[src/rtl/debounce_sync.sv]
// Switch/pin debouncer: multi-flop synchroniser followed by an IDLE/CHECK
// qualification FSM. Define DEBOUNCE_EDGE_EN to get registered rise/fall pulses.

module debounce_sync #(
    parameter int SYNC_STAGES     = 2,
    parameter int DEBOUNCE_CYCLES = 4,
    parameter int CNT_W           = 8
) (
    input  logic clock,
    input  logic clearb,
    input  logic d,
    output logic q,
    output logic rise,
    output logic fall,
    output logic stable
);

    typedef enum logic {
        ST_IDLE  = 1'b0,
        ST_CHECK = 1'b1
    } state_e;

    // Last count value before the level is accepted.
    localparam logic [CNT_W-1:0] CNT_LAST = CNT_W'(DEBOUNCE_CYCLES - 1);

    generate
        if (SYNC_STAGES < 2 || SYNC_STAGES > 4) begin : g_bad_sync
            $error("debounce_sync: SYNC_STAGES must be 2..4");
        end
        if (DEBOUNCE_CYCLES < 2 || DEBOUNCE_CYCLES > (2 ** CNT_W)) begin : g_bad_cycles
            $error("debounce_sync: DEBOUNCE_CYCLES must be 2..2^CNT_W");
        end
    endgenerate

    logic [SYNC_STAGES-1:0] sync_q;
    logic [SYNC_STAGES-1:0] sync_d;
    logic                   d_sync;

    state_e                 state_q;
    state_e                 state_d;
    logic [CNT_W-1:0]       cnt_q;
    logic [CNT_W-1:0]       cnt_d;
    logic                   level_q;
    logic                   level_d;

    assign sync_d = {sync_q[SYNC_STAGES-2:0], d};
    assign d_sync = sync_q[SYNC_STAGES-1];

    // NOTE: every always_comb output gets a default first, so no path can infer a latch.
    always_comb begin
        state_d = state_q;
        cnt_d   = cnt_q;
        level_d = level_q;
        unique case (state_q)
            ST_IDLE: begin
                if (d_sync != level_q) begin
                    state_d = ST_CHECK;
                    cnt_d   = CNT_W'(1);
                end else begin
                    cnt_d   = '0;
                end
            end
            ST_CHECK: begin
                if (d_sync == level_q) begin
                    // Glitch shorter than the qualification window: drop it.
                    state_d = ST_IDLE;
                    cnt_d   = '0;
                end else if (cnt_q == CNT_LAST) begin
                    level_d = d_sync;
                    state_d = ST_IDLE;
                    cnt_d   = '0;
                end else begin
                    cnt_d   = cnt_q + CNT_W'(1);
                end
            end
            default: begin
                state_d = ST_IDLE;
                cnt_d   = '0;
            end
        endcase
    end

    // NOTE: sequential state uses non-blocking assignments so every flop samples pre-edge values.
    always_ff @(posedge clock or negedge clearb) begin
        if (!clearb) begin
            sync_q  <= '0;
            state_q <= ST_IDLE;
            cnt_q   <= '0;
            level_q <= 1'b0;
        end else begin
            sync_q  <= sync_d;
            state_q <= state_d;
            cnt_q   <= cnt_d;
            level_q <= level_d;
        end
    end

    assign q      = level_q;
    assign stable = (state_q == ST_IDLE);

`ifdef DEBOUNCE_EDGE_EN
    logic rise_q;
    logic rise_d;
    logic fall_q;
    logic fall_d;

    // Pulses are registered alongside level_q so they coincide with the new q.
    always_comb begin
        rise_d = level_d & ~level_q;
        fall_d = ~level_d & level_q;
    end

    always_ff @(posedge clock or negedge clearb) begin
        if (!clearb) begin
            rise_q <= 1'b0;
            fall_q <= 1'b0;
        end else begin
            rise_q <= rise_d;
            fall_q <= fall_d;
        end
    end

    assign rise = rise_q;
    assign fall = fall_q;
`else
    assign rise = 1'b0;
    assign fall = 1'b0;
`endif

endmodule

[config.mk]
export PLATFORM = sky130hd
export DESIGN_NAME = debounce_sync
export DESIGN_NICKNAME = d
export VERILOG_FILES = /design/src/rtl/debounce_sync.sv
export SDC_FILE = /design/constraint.sdc
export NUM_CORES = 1
export LEC_CHECK = 0
export BUFFER_PORTS_ARGS = -buffer_cell sky130_fd_sc_hd__buf_4
export CAP_MARGIN = 20
export CORE_AREA = 5 5 42 44
export CTS_CLUSTER_SIZE = 10
export DETAILED_ROUTE_END_ITERATION = 8
export DIE_AREA = 0 0 47 49
export SETUP_SLACK_MARGIN = 0.2
export SYNTH_ARGS = -nofsm -noshare
export SYNTH_HDL_FRONTEND = slang
export SYNTH_SLANG_ARGS = --single-unit
[constraint.sdc]
create_clock -name clock -period 2.3 [get_ports clock]
set_input_delay 0.345 -clock clock [delete_from_list [all_inputs] [get_ports clock]]
set_output_delay 0.345 -clock clock [all_outputs]
set_load 0.1 [all_outputs]
==> metrics.txt, run 1 <==
# TYPE chip_impl_metric gauge
chip_impl_metric{name="synth_to_layout_area_growth",unit="%"} 14.98
chip_impl_metric{name="max_vdd_drop",unit="mV"} 0.7471
chip_impl_metric{name="grt_pass1_wl",unit="um"} 1373
chip_impl_metric{name="path_clk_slew",unit="ps"} 70
chip_impl_metric{name="gp_congestion",unit=""} 0.7505
chip_impl_metric{name="detail_route.wl_per_cell",unit="um"} 11.14
chip_impl_metric{name="period_minus_slack",unit="ps"} 1745
chip_impl_info{name="timing.critical_path.from_type",value="flip-flop"} 1
chip_impl_metric{name="hold_path_depth",unit=""} 1
chip_impl_metric{name="cts.htree.levels",unit=""} 1
chip_impl_metric{name="dp_slack",unit="ps"} 549.3
chip_impl_metric{name="route.detailed.vias_per_inst",unit=""} 4.987
chip_impl_info{name="tritoncts",value="done"} 1
chip_impl_info{name="worst_hold_path_type",value="in -> reg"} 1
chip_impl_metric{name="drt_first_iter_violations",unit=""} 10
chip_impl_info{name="timing_worst_setup_path_type",value="reg -> reg"} 1
chip_impl_metric{name="post-route-period-util",unit=""} 0.7588
chip_impl_info{name="run_status",value="complete, no violations"} 1
chip_impl_metric{name="tritoncts.num_buffers",unit=""} 3
chip_impl_metric{name="hold_slack",unit="ps"} 180.2
chip_impl_metric{name="worst_clock_skew",unit="ps"} 3.334
chip_impl_metric{name="core_box_area",unit="mm^2"} 0.001401
chip_impl_info{name="ctsRootBufferMaster",value="sky130_fd_sc_hd__clkbuf_4"} 1
chip_impl_info{name="hold_path.startpoint",value="d"} 1
chip_impl_metric{name="multi_input_comb_area",unit="um^2"} 245.2
chip_impl_metric{name="worst_ep_required_time",unit="ps"} 2450
chip_impl_metric{name="grt_remaining_overflow",unit=""} 0
chip_impl_metric{name="portBuffers",unit=""} 4
chip_impl_metric{name="timing.final.ws_setup",unit="ps"} 554.8
chip_impl_metric{name="num_vias",unit=""} 379
chip_impl_metric{name="pin_count_of_the_biggest_net_entering_global_routing",unit=""} 13
chip_impl_metric{name="static_leakage",unit="uW"} 0.0002915
chip_impl_metric{name="die_h",unit="um"} 49
chip_impl_metric{name="antenna-diode-count",unit=""} 0
chip_impl_metric{name="cts_post_setup_buffers_inserted",unit=""} 0
chip_impl_info{name="worstHoldEndpoint",value="sync_q[0]"} 1
chip_impl_metric{name="regArea",unit="um^2"} 300.3
chip_impl_metric{name="yosysSeqAreaShare",unit=""} 0.5286
chip_impl_metric{name="io_pins",unit=""} 7
chip_impl_metric{name="initial_core_util",unit=""} 0.4054
chip_impl_metric{name="cellPowerDensity",unit="mW/mm^2"} 1182
chip_impl_metric{name="regToRegSetupSlack",unit="ps"} 550
chip_impl_metric{name="rows",unit=""} 14
chip_impl_metric{name="final-max-slew-violation-count",unit=""} 0
chip_impl_metric{name="post_synthesis_average_cell_area",unit="um^2"} 10.92
chip_impl_metric{name="drive_above_1_share",unit=""} 0.1833
chip_impl_metric{name="final_hold_viol_count",unit=""} 0
chip_impl_info{name="final_cell_mix",value="12 x sky130_fd_sc_hd__dfrtp_1, 5 x sky130_fd_sc_hd__nor2_1, 4 x sky130_fd_sc_hd__or3_1, 4 x sky130_fd_sc_hd__a21oi_1, 4 x sky130_fd_sc_hd__buf_4"} 1
chip_impl_metric{name="timing.max_cap.violations",unit=""} 0
chip_impl_metric{name="fin_tns_setup",unit="ps"} 0
chip_impl_metric{name="firstDrtPassIters",unit=""} 4
chip_impl_metric{name="fp.dieArea",unit="mm^2"} 0.002303
chip_impl_metric{name="synth.ff_latch_count",unit=""} 12
chip_impl_info{name="worst_r2r_startpoint",value="cnt_q[0]"} 1
chip_impl_info{name="crit_path_end_kind",value="flip-flop"} 1
chip_impl_metric{name="antenna_found_initial",unit=""} 0
chip_impl_metric{name="cell_area_synth",unit="um^2"} 568.0
chip_impl_metric{name="clock_insertion_delay_worst_skew",unit="ps"} 270
chip_impl_metric{name="via_count_of_the_first_global_routing_pass",unit=""} 306
chip_impl_metric{name="buffer_depth_of_the_longest_clock_path",unit=""} 2
chip_impl_metric{name="maximum_fanout_along_the_worst_path",unit=""} 5
chip_impl_metric{name="fp.dieW",unit="um"} 47
chip_impl_metric{name="postSynthCellCount",unit=""} 52
chip_impl_metric{name="route.detailed.drc",unit=""} 0
chip_impl_metric{name="detailed_placer_s_ending_hpwl",unit="um"} 627.9
chip_impl_metric{name="fin_nets",unit=""} 66
chip_impl_metric{name="critPathArrivalTime",unit="ps"} 1900
chip_impl_metric{name="cts_repair_resize_count",unit=""} 0
chip_impl_info{name="most_common_cell_after_layout_fill_and_taps_aside",value="sky130_fd_sc_hd__dfrtp_1"} 1
chip_impl_metric{name="synth-warning-count",unit=""} 0
chip_impl_info{name="rsz_0062_raised_after_global_routing",value="no"} 1
chip_impl_info{name="end_of_the_worst_register_to_register_path",value="q"} 1
chip_impl_metric{name="clock-sinks",unit=""} 12
chip_impl_metric{name="finalSetupViolations",unit=""} 0
chip_impl_metric{name="antenna_left",unit=""} 0
chip_impl_metric{name="global_route.usage.total",unit=""} 0.08488
chip_impl_metric{name="reg2reg_depth",unit=""} 4
chip_impl_metric{name="nFillCells",unit=""} 133
chip_impl_metric{name="highest_attainable_clock_frequency",unit="MHz"} 573.0
chip_impl_metric{name="wire_length_after_detailed_routing",unit="um"} 847
chip_impl_metric{name="synth.lib_cells_used.distinct",unit=""} 19
what timing repair did:
| action | in CTS | in global routing |
|---|---|---|
| endpoints found under the hold margin | 12 | 0 |
| setup endpoints to repair | 0 | 0 |
| hold buffers | 1 | 0 |
metal layers:
layer	global-route usage	vias to the layer above	wire, um
li1	-	192	-
met1	0.1259	178	454
met2	0.09729	9	350
met3	0.04428	0	43
met4	0.04147	0	0
met5	0	-	0
power by group:
group          internal [uW]  switching, uW
sequential               249           44.1
clock                   96.1           68.2
combinational           84.6            230
total                    430            342
flip-flops by register name, summed over array words and instances, names as in the netlist:
register and flops:
sync_q 2, state_q 1, q 1, cnt_q 8
Yosys cell counts:
cell                       instances  share of area
sky130_fd_sc_hd__dfrtp_1          12           0.53
sky130_fd_sc_hd__nor2_1            5          0.033
sky130_fd_sc_hd__a21oi_1           4          0.035
sky130_fd_sc_hd__or3_1             4          0.044
sky130_fd_sc_hd__inv_1             3          0.020
sky130_fd_sc_hd__nand3_1           3          0.026
sky130_fd_sc_hd__o21ai_0           3          0.026
sky130_fd_sc_hd__xnor2_1           3          0.046
sky130_fd_sc_hd__buf_4             2          0.026
sky130_fd_sc_hd__ha_1              2          0.044
sky130_fd_sc_hd__nand2_1           2          0.013
sky130_fd_sc_hd__xor2_1            2          0.031
sky130_fd_sc_hd__conb_1            1         0.0066
sky130_fd_sc_hd__mux2_1            1          0.020
sky130_fd_sc_hd__nand4_1           1          0.011
sky130_fd_sc_hd__nor3_4            1          0.029
sky130_fd_sc_hd__o211ai_2          1          0.022
sky130_fd_sc_hd__o21bai_1          1          0.013
sky130_fd_sc_hd__or4b_4            1          0.024
worst max-delay path, cell delays in order (launching register included):
cell,delay [ps]
sky130_fd_sc_hd__dfrtp_1,410
sky130_fd_sc_hd__ha_1,190
sky130_fd_sc_hd__or4b_4,510
sky130_fd_sc_hd__nor3_4,190
sky130_fd_sc_hd__mux2_1,330
worst max path at each step:
stage             start  end  slack [ps]  cells past startpoint
2_1_floorplan  cnt_q[0]    q         620                      4
3_3_place_gp   cnt_q[0]    q         580                      4
3_5_place_dp   cnt_q[0]    q         550                      4
4_1_cts        cnt_q[0]    q         540                      4
5_1_grt        cnt_q[0]    q         500                      4
6_report       cnt_q[0]    q         550                      4
logic make-up after synthesis:
| kind of cell | after synthesis | synth area share |
|---|---|---|
| mux | 1 | 0.01982 |
| other cells | 1 | 0.006602 |
| buf+inv | 5 | 0.04625 |
| flops | 12 | 0.5286 |
| simple gates | 17 | 0.1806 |
| fa+ha+maj | 2 | 0.04405 |
| xor+xnor | 5 | 0.07711 |
| compound gates | 9 | 0.09691 |
layout make-up:
cell class                 count  area share
tap                           16     0.03065
clock buffer                   4     0.05556
sequential                    12      0.4598
timing repair buffer           5     0.06130
inverter                       3     0.01724
multi-input combinational     36      0.3755
stage by stage:
stage               cell area (um^2)  instances  total power, uW    util
floorplan                      571.8         53            549.6       -
global placement               606.8         71            613.4  0.4330
detailed placement             606.8         71            611.9  0.4330
CTS                            653.1         76            781.6  0.4661
global route                   653.1         76            811.0  0.4661
finish                         653.1         76            772.2  0.4661
Note: power is estimated with default switching activity, not from simulation.
==> run 2, diff against run 1 <==
==> constraint.sdc (replaced) <==
create_clock -name clock -period 1.55 [get_ports clock]
set_input_delay 0.2325 -clock clock [delete_from_list [all_inputs] [get_ports clock]]
set_output_delay 0.2325 -clock clock [all_outputs]
set_load 0.1 [all_outputs]
==> run 2 against run 1 <==
Against the previous run: the run now ends with negative setup slack left; global-route usage rose by 2.2 points; maximum frequency rose by 9.1%; sequential cell count stayed put; critical endpoint unchanged; total power grew 69%; clock-buffer cell count is the same; largest cell class unchanged; clock skew fell by 1.1 ps.
==> metrics.txt, run 2 (same netlist as run 1, synthesis figures left out) <==
# TYPE chip_impl_metric gauge
chip_impl_info{name="worst_hold_path_type",value="in -> reg"} 1
chip_impl_metric{name="worst_ep_required_time",unit="ps"} 1710
chip_impl_metric{name="buffer_depth_of_the_longest_clock_path",unit=""} 2
chip_impl_info{name="timing.critical_path.from_type",value="flip-flop"} 1
chip_impl_metric{name="cts.htree.levels",unit=""} 1
chip_impl_metric{name="rows",unit=""} 14
chip_impl_metric{name="finalSetupViolations",unit=""} 1
chip_impl_metric{name="global_route.usage.total",unit=""} 0.1068
chip_impl_metric{name="drt_first_iter_violations",unit=""} 7
chip_impl_info{name="timing_worst_setup_path_type",value="reg -> reg"} 1
chip_impl_metric{name="drive_above_1_share",unit=""} 0.4085
chip_impl_metric{name="cellPowerDensity",unit="mW/mm^2"} 1653
chip_impl_metric{name="gp_congestion",unit=""} 0.7327
chip_impl_info{name="most_common_cell_after_layout_fill_and_taps_aside",value="sky130_fd_sc_hd__buf_4"} 1
chip_impl_metric{name="firstDrtPassIters",unit=""} 4
chip_impl_metric{name="timing.max_cap.violations",unit=""} 0
chip_impl_metric{name="antenna_left",unit=""} 0
chip_impl_metric{name="fp.dieW",unit="um"} 47
chip_impl_info{name="worstPathCellList",value="ha_2 > or4b_4 > nor3_4 > mux2_4"} 1
chip_impl_info{name="failed_checks",value="negative setup slack"} 1
chip_impl_metric{name="final-max-slew-violation-count",unit=""} 0
chip_impl_metric{name="highest_attainable_clock_frequency",unit="MHz"} 625.1
chip_impl_metric{name="path_clk_slew",unit="ps"} 70
chip_impl_metric{name="timing.final.ws_setup",unit="ps"} -49.64
chip_impl_metric{name="die_h",unit="um"} 49
chip_impl_info{name="rsz_0062_raised_after_global_routing",value="yes"} 1
chip_impl_metric{name="slowest_delay",unit="ps"} 490
chip_impl_metric{name="core_box_area",unit="mm^2"} 0.001401
chip_impl_metric{name="via_count_of_the_first_global_routing_pass",unit=""} 461
chip_impl_info{name="final_cell_mix",value="12 x sky130_fd_sc_hd__buf_4, 11 x sky130_fd_sc_hd__dfrtp_1, 4 x sky130_fd_sc_hd__nor2_1"} 1
chip_impl_metric{name="tritoncts.num_buffers",unit=""} 3
chip_impl_metric{name="wire_length_after_detailed_routing",unit="um"} 1100
chip_impl_metric{name="route.detailed.vias_per_inst",unit=""} 4.943
chip_impl_metric{name="maximum_fanout_along_the_worst_path",unit=""} 3
chip_impl_metric{name="period_minus_slack",unit="ps"} 1600
chip_impl_metric{name="clock_insertion_delay_worst_skew",unit="ps"} 270
chip_impl_info{name="crit_path_end_kind",value="flip-flop"} 1
chip_impl_metric{name="detail_route.wl_per_cell",unit="um"} 12.64
chip_impl_metric{name="crit_buf_inv",unit=""} 0
chip_impl_metric{name="grt_pass1_wl",unit="um"} 1821
chip_impl_info{name="tritoncts",value="done"} 1
chip_impl_metric{name="post-route-cell-area",unit="um^2"} 789.5
chip_impl_metric{name="pin_count_of_the_biggest_net_entering_global_routing",unit=""} 13
chip_impl_metric{name="static_leakage",unit="uW"} 0.0003451
chip_impl_metric{name="antenna-diode-count",unit=""} 0
chip_impl_info{name="path_delay_family",value="simple AND/OR/NAND/NOR gates"} 1
chip_impl_metric{name="final_hold_viol_count",unit=""} 0
chip_impl_metric{name="largest_reg_flops",unit=""} 8
chip_impl_metric{name="initial_core_util",unit=""} 0.4054
chip_impl_info{name="registers.top_by_ff_count",value="cnt_q"} 1
chip_impl_metric{name="clock-sinks",unit=""} 12
chip_impl_metric{name="route.detailed.drc",unit=""} 0
chip_impl_metric{name="fp.dieArea",unit="mm^2"} 0.002303
chip_impl_metric{name="grt_remaining_overflow",unit=""} 0
chip_impl_metric{name="fin_nets",unit=""} 77
chip_impl_metric{name="io_pins",unit=""} 7
chip_impl_metric{name="num_vias",unit=""} 430
chip_impl_metric{name="post-route-period-util",unit=""} 1.032
chip_impl_metric{name="portBuffers",unit=""} 4
chip_impl_info{name="ctsRootBufferMaster",value="sky130_fd_sc_hd__clkbuf_4"} 1
chip_impl_metric{name="final_util",unit=""} 0.5634
chip_impl_info{name="run_status",value="finished with violations"} 1
chip_impl_info{name="worst_path_max_delay_cell",value="sky130_fd_sc_hd__or4b_4"} 1
chip_impl_info{name="largestRegisters",value="cnt_q: 8 flops, sync_q: 2 flops"} 1
chip_impl_metric{name="antenna_found_initial",unit=""} 0
chip_impl_metric{name="max_vdd_drop",unit="mV"} 0.9969
chip_impl_metric{name="detailed_placer_s_ending_hpwl",unit="um"} 768.2
chip_impl_metric{name="synth_to_layout_area_growth",unit="%"} 38.99
chip_impl_metric{name="worst_clock_skew",unit="ps"} 2.273
chip_impl_metric{name="post_dp_cell_area",unit="um^2"} 659.4
chip_impl_metric{name="critPathArrivalTime",unit="ps"} 1760
==> run 2: cell type report <==
type	count	area [um^2]
inverters	3	11.26
repair buffers	16	142.6
fillers	122	611.8
clock buffers	4	26.28
flip-flops and latches	12	301.5
well taps	16	20.02
multi-input cells	36	287.8
==> run 2: where the power goes <==
part / leakage, uW / switching [uW] / internal [uW]
combinational: 0.000174 / 412 / 270
clock: 0.0000150 / 101 / 99.6
sequential: 0.000156 / 50.7 / 372
==> run 2: worst paths after layout <==
path	start	to	slack, ps	depth (start not counted)
max reg2reg	cnt_q[0]	q	-50	4
min	d	sync_q[0]	70	1
max	cnt_q[0]	q	-50	4
max in group asynchronous	clearb	q	1050	2
min in group asynchronous	clearb	cnt_q[5]	340	2
min reg2reg	sync_q[0]	sync_q[1]	350	0
==> run 2: through the flow <==
stage / std cells / setup TNS, ps / hold WS, ps / power (uW) / worst slack (ps)
after floorplan: 53 / -83.77 / -63.09 / 830.3 / -83.77
after global placement: 77 / -28.49 / 78.12 / 971.1 / -28.49
after detailed placement: 77 / -55.63 / 80.72 / 971.7 / -55.63
after CTS: 84 / -51.74 / 51.88 / 1229 / -51.74
after global routing: 87 / -418.5 / 50.00 / 1384 / -123.9
final: 87 / -49.64 / 65.30 / 1305 / -49.64
==> run 2: timing repair <==
| action | 4_1_cts | 5_1_grt |
|---|---|---|
| cloned | 0 | 0 |
| hold endpoints to repair | 12 | 0 |
| hold buffers | 1 | 0 |
| setup buffers | 2 | 3 |
| resized for setup | 4 | 8 |
| setup endpoints to repair | 10 | 11 |
| pin swaps | 4 | 4 |
==> run 2: routing by layer <==
| metal | up-vias | wire length (um) | share of wire | track usage |
|---|---|---|---|---|
| li1 | 213 | - | - | - |
| met1 | 209 | 460 | 0.42 | 0.1230 |
| met2 | 8 | 596 | 0.54 | 0.1765 |
| met3 | 0 | 43 | 0.039 | 0.03321 |
| met4 | 0 | 0 | 0 | 0.04147 |
| met5 | - | 0 | 0 | 0 |
